### config.mk
export PLATFORM = sky130hd
export DESIGN_NAME = spad_weight_pe
export DESIGN_NICKNAME = d
export VERILOG_FILES = /design/src/rtl/spad_weight_pe.sv
export SDC_FILE = /design/constraint.sdc
export NUM_CORES = 1
export LEC_CHECK = 0
export ABC_CLOCK_PERIOD_IN_PS = 3000
export BUFFER_PORTS_ARGS = -buffer_cell sky130_fd_sc_hd__buf_2
export CORE_MARGIN = 1
export CORE_UTILIZATION = 55
export DETAILED_ROUTE_END_ITERATION = 16
export PLACE_DENSITY = 0.82
export SKIP_CTS_REPAIR_TIMING = 1
export SLEW_MARGIN = 20
export SYNTH_ARGS = -nofsm -noshare
export SYNTH_HDL_FRONTEND = slang
export SYNTH_SLANG_ARGS = --single-unit
### constraint.sdc
create_clock -name clk -period 3 [get_ports clk]
set_clock_uncertainty 0.1 [all_clocks]
set_input_delay 0.3 -clock clk [delete_from_list [all_inputs] [get_ports clk]]
set_output_delay 0.3 -clock clk [all_outputs]
set_load 0.01 [all_outputs]
### src/rtl/spad_weight_pe.sv
// Per-PE weight scratchpad: captures one kernel_size**2-word filter from the router
// and serves the MAC through a registered, 1-cycle-latency read port.
module spad_weight_pe #(
  parameter int DATA_BITWIDTH      = 16,
  parameter int ADDR_BITWIDTH_SPAD = 9,
  parameter int kernel_size        = 3
) (
  input  logic                          clk,
  input  logic                          reset,
  input  logic [DATA_BITWIDTH-1:0]      w_data_spad,
  input  logic                          load_en_spad,
  input  logic                          spad_clear,
  input  logic                          read_req_spad,
  input  logic [ADDR_BITWIDTH_SPAD-1:0] r_addr_spad,
  output logic [DATA_BITWIDTH-1:0]      r_data_spad,
  output logic                          r_valid_spad,
  output logic                          wght_loaded,
  output logic                          load_done,
  output logic                          overflow_err,
  output logic [1:0]                    fsm_state
);

  localparam int KK    = kernel_size * kernel_size;
  localparam int PTR_W = (KK > 1) ? $clog2(KK) : 1;
  localparam logic [PTR_W-1:0]              LAST_PTR = PTR_W'(KK - 1);
  localparam logic [ADDR_BITWIDTH_SPAD-1:0] KK_ADDR  = ADDR_BITWIDTH_SPAD'(KK);

  // Handshake: load_en_spad is a one-word-per-cycle strobe with no backpressure;
  // read_req_spad is answered unconditionally by r_valid_spad one cycle later.
  typedef enum logic [1:0] {
    EMPTY   = 2'd0,
    LOADING = 2'd1,
    FULL    = 2'd2
  } state_t;

  state_t             state_q, state_d;
  logic [PTR_W-1:0]   w_ptr_q, w_ptr_d;
  logic               mem_we;
  logic               ovf_d;
  logic [DATA_BITWIDTH-1:0] mem [KK];

  assign fsm_state = state_q;

  always_comb begin
    state_d = state_q;
    w_ptr_d = w_ptr_q;
    mem_we  = 1'b0;
    ovf_d   = overflow_err;
    if (spad_clear) begin
      // Clear wins over a same-cycle beat, which is dropped.
      state_d = EMPTY;
      w_ptr_d = '0;
      ovf_d   = 1'b0;
    end else if (load_en_spad) begin
      case (state_q)
        EMPTY: begin
          mem_we = 1'b1;
          if (KK == 1) begin
            state_d = FULL;
          end else begin
            state_d = LOADING;
            w_ptr_d = PTR_W'(1);
          end
        end
        LOADING: begin
          mem_we = 1'b1;
          if (w_ptr_q == LAST_PTR) begin
            state_d = FULL;
            w_ptr_d = '0;
          end else begin
            w_ptr_d = w_ptr_q + 1'b1;
          end
        end
        FULL:    ovf_d   = 1'b1;
        default: state_d = EMPTY;
      endcase
    end
  end

  always_ff @(posedge clk or posedge reset) begin
    if (reset) begin
      state_q      <= EMPTY;
      w_ptr_q      <= '0;
      wght_loaded  <= 1'b0;
      load_done    <= 1'b0;
      overflow_err <= 1'b0;
      r_valid_spad <= 1'b0;
      r_data_spad  <= '0;
    end else begin
      state_q      <= state_d;
      w_ptr_q      <= w_ptr_d;
      overflow_err <= ovf_d;
      // Status tracks the state being entered so the flag lands with the last beat.
      wght_loaded  <= (state_d == FULL);
      load_done    <= (state_d == FULL) && (state_q != FULL);
      r_valid_spad <= read_req_spad;
      if (read_req_spad) begin
        r_data_spad <= (r_addr_spad < KK_ADDR) ? mem[r_addr_spad[PTR_W-1:0]] : '0;
      end
    end
  end

  // Storage is deliberately not reset; a same-address read sees the old word.
  always_ff @(posedge clk) begin
    if (mem_we) begin
      mem[w_ptr_q] <= w_data_spad;
    end
  end

endmodule

## Yosys cells after proc, flatten, opt, wreduce, memory -nomap -nowiden

Memory sizes are Yosys's and may differ from the RTL's.
Index checks and enable logic that the tools add are counted.

| operators by class | value |
|---|---|
| $add $sub $neg | 1 |
| $lt $le $gt $ge | 1 |
| equality and inequality tests | 5 |
| muxes and demuxes | 17 |
| reduce and logical (&&, ||, !) cells | 8 |

Operators with widths:

| operator | number |
|---|---|
| two-way mux 16 bit | 1 |
| two-way mux 4 bit | 3 |
| < comparator 9 x 4 -> 1 bit, second input constant | 1 |
| two-way mux 1 bit | 8 |
| case mux 4 bit (2 select lines) | 1 |
| two-way mux 2 bit | 3 |
| case mux 2 bit (3 select lines) | 1 |
| adder 4 x 1 -> 4 bit, second input constant | 1 |
| equality test 2 bit, second input constant | 2 |
| equality test 4 bit, second input constant | 1 |
| AND reduction 2 bit | 2 |
| nonzero test 2 bit | 2 |
| nonzero test 3 bit | 1 |
| equality test 2 x 1 -> 1 bit, second input constant | 1 |
| zero test 2 bit | 1 |
| != test 2 bit, second input constant | 1 |
| OR reduction 2 bit | 1 |
| logical AND 1 bit | 1 |

| word-level totals | value |
|---|---|
| register bits | 26 |
| bits in writable memories | 144 |
| bits of input ports | 30 |
| output and inout port bits | 22 |
| word-level logic and storage cells | 40 |
| memories kept | 1 |

Memories:

| memory | words | bits a word | read ports | clocked after Yosys merged registers in | wr ports | RTL line | source |
|---|---|---|---|---|---|---|---|
| mem | 9 | 16 | 1 | 0 | 1 | 40 | `logic [DATA_BITWIDTH-1:0] mem [KK];` |

## Depth between registers and ports, before layout

Gate-level depths: netlist (run 1).

| logic depth | value |
|---|---|
| word-level depth | 7 |
| mapped depth | 6 |
| gate-level depth less buffers | 6 |

## Worst setup path after synthesis (run 1)

Ideal clock, no wire load.

| timing | value |
|---|---|
| path kind | flip-flop to flip-flop |
| start point | register state_q[1], in the netlist fsm_state[1] |
| end point | memory mem[8][0], enable pin |
| library setup time | 0.409 ns |
| arrival | 1.940 ns |
| required time | 2.491 ns |
| slack | 0.551 ns |
| stages on the path, launching flop included | 4 |
| buffers on the path | 1 |
| clock period less this slack | 2.449 ns |
| cells stage by stage | dfrtp_1 > nand2b_1 > clkbuf_1 > nor3_1 |

| between the ends | value |
|---|---|
| longest elaborated chain between the ends | 7 |
| elaborated cells on any way between the ends | 8 |
| those cells by class | eq/ne: 1; mux: 5; reduce/logical: 2 |

Ends and longest elaborated chain:

| element | RTL line | source |
|---|---|---|
| start: declaration | 36 | `state_t state_q, state_d;` |
| start signal: assignment | 90 | `state_q <= state_d;` |
| equality test 2 x 1 -> 1 bit / zero test 2 bit (equally long branches) | 55 | `case (state_q)` |
| OR reduction 2 bit (no line) * | n/a |  |
| two-way mux 1 bit * | 55 |  |
| two-way mux 1 bit * | 54 | `end else if (load_en_spad) begin` |
| two-way mux 1 bit * | 49 | `if (spad_clear) begin` |
| two-way mux 1 bit * | 105 | `if (mem_we) begin` |
| two-way mux 1 bit (not written as such) * | 106 | `mem[w_ptr_q] <= w_data_spad;` |
| end: declaration | 40 |  |

Every way passes the cells marked *; elsewhere a longest branch is shown, timed or not.

## Worst setup path after layout (run 1)

| timing | value |
|---|---|
| start point | register state_q[1], in the netlist fsm_state[1] |
| end point | memory mem[5][10], enable pin |

Same word-level chain as after synthesis.

==> summary.md, run 1 <==
| Metric | Value |
|---|---|
| Status | completed |
| Via Count | 3411 |
| Final period util | 72.6% |
| CTS Sinks | 170 |
| Die width | about 110 µm |
| Slew HR | approximately 47% |
| Share of power burned in registers | between 50% and 60% |
| Top layer in use | met4 |
| Register area share after synthesis | 74.0% |
| GR Overflow Total | 0 |
| Crit-path cells | nand2b_1 -> nor4b_1 -> and2_1 -> buf_4 |
| Initial antenna violation count | 0 |
| Die Ht | 113 µm |
| Req. time, crit path | ~3000 ps |
| Initial Util | between 50% and 60% |
| Number of global-route vias before repair | between 3000 and 4000 |
| Post-DP HPWL | between 7000 and 8000 µm |
| Met1 WL | ~4800 µm |
| ANT nets after route | 0 |
| Pin count of the biggest net entering global routing | 35 |
| Setup-failing EPs final | 0 |
| CTS Buffer Depth | 2 |
| Hold Fails Final Rpt | 0 |
| Syn Nets | 362 |
| Total track usage | a little under a quarter |
| # diodes | 0 |
| Critical path class | reg -> reg |
| Synthesized area | 6720 µm² |
| Crit path max fanout | 16 |
| Crit path buf inv count | 1 |
| Async S/R FF share, synth | between 15 and 20% |
| Achievable Freq | 459 MHz |
| DR pass1 iterations | 4 |
| Ratio of cells with drive above 1 in the final layout | 29.4% |
| CTS tree | built |
| CTS H-tree lvls | 4 |
| Vias/cell | slightly above 6 |
| Crit path largest cell delay | 520 ps |
| Die ar. | 12700 µm² |
| Warnings from Yosys | 0 |
| DRC viols | 0 |
| Clock Power Share | roughly 44% |
| Synth-to-Final Area Change | 16.2% |
| Cells after Synth | 328 |
| Post-synth top flop | edfxtp_1 |
| Post-DP Area | ~7000 µm² |
| Slew @ Worst Pin | about 800 ps |
| Final instance area | ~8000 µm² |
| Metal2 WL | about 7000 µm |
| #FFs+latches synth | between 150 and 200 |
| P_sw | 1.05 mW |
| Iter 0 DRT Violations | ~330 |
| Row count | 40 |
| Peak VDD IR | 0.000493 V |
| DR WL/cell | approximately 24 µm |
| Mean Syn Cell Area | just over 20 µm² |
| Static Leak | 2.91 nW |
| Drt total wl | 13300 µm |
| Power Total | roughly 5.0 mW |
| Crit path max-delay cell type | nor4b_1 |
| RSZ-0062 raised after global routing | false |
| Number of flops mapped to enable cells by yosys | 144 |
| Internal Power | 3.92 mW |
| Clock-pin slew on the worst setup and hold paths | 70 ps |
| Skew-Pair Late Insertion Delay | between 400 and 500 ps |
| Setup TNS | 0 ps |
| Port buffer count | a little over 50 |
| Met3 WL | around 1300 µm |
| CTS root buffer | clkbuf_16 |
| Area of the core | between 10000 and 15000 µm² |
| GPL Wtd Cong | 0.717 |
| Num CTS Buffers | 17 |
| Top-Level Pins | 52 |
| Worst Path Arrival | ~2200 ps |
| Sw frac | between 20% and 30% |
| Delay-heaviest family, CP | simple AND/OR/NAND/NOR gates |
| First-pass GRT wire length | ~20000 µm |
| HP Class | in -> reg |
| Setup crit start kind | flip-flop |
| Setup crit end kind | flip-flop |
| Pins Over Slew Limit | 0 |
| Distinct cells, synth | 35 |
| Fill count | between 700 and 800 |
| Final min period | 2180 ps |
| Combinational power share | about 4.1% |
| Nets | around 430 |
| Cell Pwr Density | 635 nW/µm² |
| Max_cap viols | 0 |
==> layout by cell type, fill, tap and decap left out, types with 3 or more instances in the layout <==
cell,count
edfxtp_1,144
buf_2,51
mux4_1,28
dfrtp_1,26
clkbuf_16,17
mux2_2,15
a221o_1,15
nor2b_1,14
buf_4,14
nand2_1,9
and2_1,8
a21oi_1,7
and2b_1,5
nand3_1,4
nor2_1,4
ha_1,4
inv_6,4
clkinvlp_4,4
mux4_2,3
mux2i_1,3
inv_1,3
clkinv_4,3
==> layout make-up <==
class                      count  area (µm²)  share of cell area (%)
clock buffer                  17         425                    5.44
clock inverter                15         168                    2.15
inverter                       3        11.3                   0.144
multi-input combinational    139        1640                    21.0
sequential                   170        4970                    63.6
tap                          147         184                    2.35
timing repair buffer          68         410                    5.25
==> kinds of logic (layout without fill, tap and decap cells) <==
logic type / count (synthesis) / after routing / share of synthesized area (%)
and+or+nand+nor: 59 / 59 / 5.42
AOI/OAI and AO/OA: 27 / 27 / 3.29
muxes: 49 / 49 / 14.9
buffers and inverters: 19 / 103 / 1.66
DFF: 170 / 170 / 74.0
adders and majority gates: 4 / 4 / 0.744
==> registers in the layout, summed over array words and instances (netlist names) <==
signal	flops
fsm_state	2
load_done	1
mem	144
overflow_err	1
r_data_spad	16
r_valid_spad	1
w_ptr_q	4
wght_loaded	1
==> through the flow <==
| stage | util, % | cells | hold slack, ps | setup slack (ps) |
|---|---|---|---|---|
| after global routing | 65.3 | 559 | 48.0 | 658 |
| after floorplan | - | 328 | 231 | 551 |
| after global placement | 60.3 | 526 | 310 | 897 |
| final | 65.3 | 559 | 41.2 | 821 |
| after CTS | 65.3 | 558 | -157 | 830 |
| after detailed placement | 60.3 | 526 | 317 | 822 |
==> metal layers <==
metal,GRT usage [%],vias up
li1,-,1500
met1,28.1,1711
met2,38.0,181
met3,6.59,19
met4,11.6,0
met5,0,-
==> synth_stat cells, types with 2 or more instances <==
master / number / area [µm²]
nand3_1: 4 / 20.0
nand3b_1: 2 / 15.0
mux4_1: 28 / 736
and2_1: 8 / 50.1
nor2_1: 4 / 15.0
or3_1: 2 / 12.5
ha_1: 4 / 50.1
nand2_1: 9 / 33.8
nor3_1: 2 / 10.0
buf_2: 2 / 10.0
inv_1: 3 / 11.3
a21oi_1: 7 / 35.0
a221o_1: 15 / 150
clkbuf_1: 9 / 33.8
dfrtp_1: 26 / 651
nor2b_1: 14 / 87.6
buf_6: 5 / 56.3
mux4_2: 3 / 67.6
or4b_1: 2 / 20.0
and2b_1: 5 / 37.5
mux2_2: 15 / 169
edfxtp_1: 144 / 4320
mux2i_1: 3 / 30.0
==> power by group through the flow <==
stage	Combinational [mW]	Clock, mW	Sequential [mW]
after floorplan	0.120	0	2.64
after global placement	0.193	0	2.64
after detailed placement	0.202	0	2.65
after CTS	0.204	2.21	2.60
after global routing	0.219	2.29	2.60
final	0.202	2.17	2.60
==> path summary, 6_finish.rpt <==
| kind | startpoint | end | slack (ps) | cells past startpoint |
|---|---|---|---|---|
| hold reg to reg | mem[8][11] | r_data_spad[11] | 360 | 2 |
| min in group asynchronous | reset | fsm_state[0] | 400 | 4 |
| setup / recovery | fsm_state[1] | mem[5][10] | 820 | 4 |
| setup reg to reg | fsm_state[1] | mem[5][10] | 820 | 4 |
| max in group asynchronous | reset | r_data_spad[11] | 2090 | 4 |
| hold / removal | w_data_spad[1] | mem[4][1] | 40 | 1 |
(Power assumes the default switching activity.)
==> inputs of run 2 (changes only) <==
--- a/config.mk
+++ b/config.mk
@@ -5,7 +5,8 @@
 export SDC_FILE = /design/constraint.sdc
 export NUM_CORES = 1
 export LEC_CHECK = 0
-export ABC_CLOCK_PERIOD_IN_PS = 3000
+export ABC_AREA = 1
+export ABC_CLOCK_PERIOD_IN_PS = 2200
 export BUFFER_PORTS_ARGS = -buffer_cell sky130_fd_sc_hd__buf_2
 export CORE_MARGIN = 1
 export CORE_UTILIZATION = 55
==> constraint.sdc (replaced) <==
create_clock -name clk -period 2.2 [get_ports clk]
set_clock_uncertainty 0.1 [all_clocks]
set_input_delay 0.22 -clock clk [delete_from_list [all_inputs] [get_ports clk]]
set_output_delay 0.22 -clock clk [all_outputs]
set_load 0.01 [all_outputs]
==> summary.md, run 2 <==
| Metric | Value |
|---|---|
| #FFs+latches synth | 170 (unchanged) |
| Reg2reg path depth | 6 (was 4) |
| Largest registers | mem: 144 flops, r_data_spad: 16 flops, w_ptr_q: 4 flops (unchanged) |
| Max_cap viols | 0 (unchanged) |
| Req. time, crit path | 2220 ps (was 3000 ps) |
| Initial Util | 57.0% (was 56.2%) |
| DRC viols | 0 (unchanged) |
| Final period util | 86.0% (was 72.6%) |
| Die Ht | 114 µm (was 113 µm) |
| Largest Register | mem (unchanged) |
| Pin count of the biggest net entering global routing | 65 (was 35) |
| Vias/cell | 5.63 (was 6.10) |
| Post-synth top flop | edfxtp_1 (unchanged) |
| Synthesized area | 6930 µm² (was 6720 µm²) |
| CTS Sinks | 170 (unchanged) |
| Number of global-route vias before repair | 4663 (was 3575) |
| Hold_ws | 41.2 ps (about the same) |
| Port buffer count | 51 (unchanged) |
| Met2 Use GR | 46.0% (was 38.0%) |
| Status | completed (unchanged) |
| CTS H-tree lvls | 4 (unchanged) |
| GR Util met3 | 6.56% (was 6.59%) |
| Clock-pin slew on the worst setup and hold paths | 60 ps (was 70 ps) |
| HP Class | in -> reg (unchanged) |
| Num CTS Buffers | 17 (unchanged) |
| Crit path max fanout | 16 (unchanged) |
| Slew @ Worst Pin | 447 ps (was 796 ps) |
| ANT nets after route | 0 (unchanged) |
| Hold Fails Final Rpt | 0 (unchanged) |
| First-pass GRT wire length | 25100 µm (was 20100 µm) |
| R2R Setup Slk | 310 ps (was 820 ps) |
| Cell Pwr Density | 871 nW/µm² (was 635 nW/µm²) |
| Worst r2r dst | mem[0][12] (was mem[5][10]) |
| CP startpoint | fsm_state[1] (unchanged) |
| Most frequent cells in the layout | nand2_1 (185), edfxtp_1 (144), nand3_1 (115), buf_2 (51), nor2_1 (29) (was edfxtp_1 (144), buf_2 (51), mux4_1 (28), dfrtp_1 (26), clkbuf_16 (17)) |
| Pins Over Slew Limit | 0 (unchanged) |
| Top-Level Pins | 52 (unchanged) |
| GR peak layer | met2 (unchanged) |
| Grt met1 use | 33.0% (was 28.1%) |
| Total track usage | 27.5% (was 23.1%) |
| Initial antenna violation count | 0 (unchanged) |
| GPL Wtd Cong | 0.912 (was 0.717) |
| Ranking of synthesized cells by area | edfxtp_1 (62%), nand2_1 (10%), dfrtp_1 (9.4%) (was edfxtp_1 (64%), mux4_1 (11%), dfrtp_1 (9.7%)) |
| DR WL/cell | 19.7 µm (was 23.9 µm) |
| Mean Syn Cell Area | 11.6 µm² (was 20.5 µm²) |
| Setup crit end kind | flip-flop (unchanged) |
| Drt total wl | 16500 µm (was 13300 µm) |
| GR Overflow Total | 0 (unchanged) |
| Post-synth top area cell | edfxtp_1 (unchanged) |
| Die width | 114 µm (was 113 µm) |
| Post-DP HPWL | 10800 µm (was 7580 µm) |
| Setup TNS | 0 ps (unchanged) |
| CTS tree | built (unchanged) |
| Launch point of the worst reg-to-reg path | fsm_state[1] (unchanged) |
| Distinct cells, synth | 27 (was 35) |
| Critical path class | reg -> reg (unchanged) |
| Slew HR | 70.2% (was 46.9%) |
| CTS root buffer | clkbuf_16 (unchanged) |
| Achievable Freq | 528 MHz (was 459 MHz) |
| Most common cell after layout, fill and taps aside | nand2_1 (was edfxtp_1) |
| Syn Nets | 629 (was 362) |
| Register area share after synthesis | 71.8% (was 74.0%) |
| Synth-to-Final Area Change | 16.0% (was 16.2%) |
| Area of the core | 12200 µm² (was 12000 µm²) |
| Setup crit start kind | flip-flop (unchanged) |
| Iter 0 DRT Violations | 520 (was 329) |
| Skew-Pair Late Insertion Delay | 430 ps (about the same) |
| Number of flops mapped to enable cells by yosys | 144 (unchanged) |
| Worst Path Arrival | 1910 ps (was 2180 ps) |
| Max FFs per register | 144 (unchanged) |
| Via Count | 4710 (was 3411) |
| Static Leak | 3.24 nW (was 2.91 nW) |
| Warnings from Yosys | 0 (unchanged) |
| Final min period | 1890 ps (was 2180 ps) |
| Nets | 690 (was 433) |
| Cells after Synth | 595 (was 328) |
| Top-count cell post-synth | nand2_1 (was edfxtp_1) |
| RSZ-0062 raised after global routing | false (unchanged) |
| Die ar. | 13000 µm² (was 12700 µm²) |
| Critical path destination | mem[0][12] (was mem[5][10]) |
| Ratio of cells with drive above 1 in the final layout | 18.7% (was 29.4%) |
| Peak VDD IR | 0.000675 V (was 0.000493 V) |
| Async S/R FF share, synth | 15.3% (unchanged) |
| # diodes | 0 (unchanged) |
| CTS Buffer Depth | 2 (unchanged) |
| Setup-failing EPs final | 0 (unchanged) |
| Row count | 40 (unchanged) |
| Top post-synthesis cells by count | nand2_1 (185), edfxtp_1 (144), nand3_1 (115) (was edfxtp_1 (144), mux4_1 (28), dfrtp_1 (26)) |
| DR pass1 iterations | 5 (was 4) |
| Yosys top cell area share | 62.4% (was 64.3%) |
run 2: changes by cell type in the layout (fill, tap and decap cells not counted), sizes merged, moves of 14 or more:
cell | before | now
nand2 | 9 | 186
nand3 | 4 | 116
nor2 | 4 | 40
mux4 | 31 | 0
inv | 8 | 28
a221o | 15 | 0
mux2 | 15 | 0
nor2b | 14 | 0
run 2: logic make-up (layout without fill, tap and decap cells):
kind of cell | after synthesis | in the layout | synth area share (%)
AO/OA/AOI/OAI | 9 | 9 | 0.704
flip-flops | 170 | 170 | 71.8
adder cells (fa/ha/maj) | 4 | 4 | 0.722
XOR/XNOR | 2 | 2 | 0.253
AND/OR/NAND/NOR | 354 | 354 | 22.3
buffers and inverters | 56 | 130 | 4.26
run 2: metrics by stage:
step	cell area (µm²)	instances	utilization [%]	total power, mW	worst slack, ps
after global routing	8040	837	66.1	7.19	132
final	8040	837	66.1	7.00	307
after global placement	7390	801	60.7	3.97	388
after CTS	8000	833	65.8	7.01	310
after detailed placement	7390	801	60.7	3.99	336
after floorplan	6930	595	-	3.82	-349
run 2: worst min-delay path by stage:
stage               startpoint         endpoint  slack, ps  cells past startpoint
3_5_place_dp             reset   r_data_spad[8]        210                      3
4_1_cts                  reset     r_valid_spad       -250                      3
2_1_floorplan    read_req_spad     r_valid_spad        150                      0
5_1_grt         w_data_spad[6]        mem[0][6]         40                      1
3_3_place_gp             reset  r_data_spad[14]        200                      3
6_report       w_data_spad[10]       mem[7][10]         40                      1
run 2: routing by layer:
layer	wire length [µm]	vias up
met5	0	-
met4	646	0
met3	1370	48
met2	8300	278
met1	6160	2224
li1	-	2160
run 2: worst max-delay path, stage by stage (launching register included):
cell and delay (ps):
dfrtp_1 420, nor2_2 150, inv_1 80, nor2_1 220, inv_2 190, nor3_2 160
buf_4 270
run 2: area by class of cell:
| cell class | instances | area, µm² |
|---|---|---|
| Clock buffer | 19 | 443 |
| Clock inverter | 13 | 168 |
| Fill cell | 869 | 4130 |
| Inverter | 27 | 115 |
| Multi-Input combinational cell | 369 | 1700 |
| Sequential cell | 170 | 4970 |
| Tap cell | 168 | 210 |
| Timing Repair Buffer | 71 | 428 |
run 2: power breakdown:
group,total (mW),switching (mW),internal (mW)
sequential,3.54,0.0120,3.53
combinational,0.388,0.284,0.104
clock,3.07,1.25,1.83
total,7.00,1.54,5.46
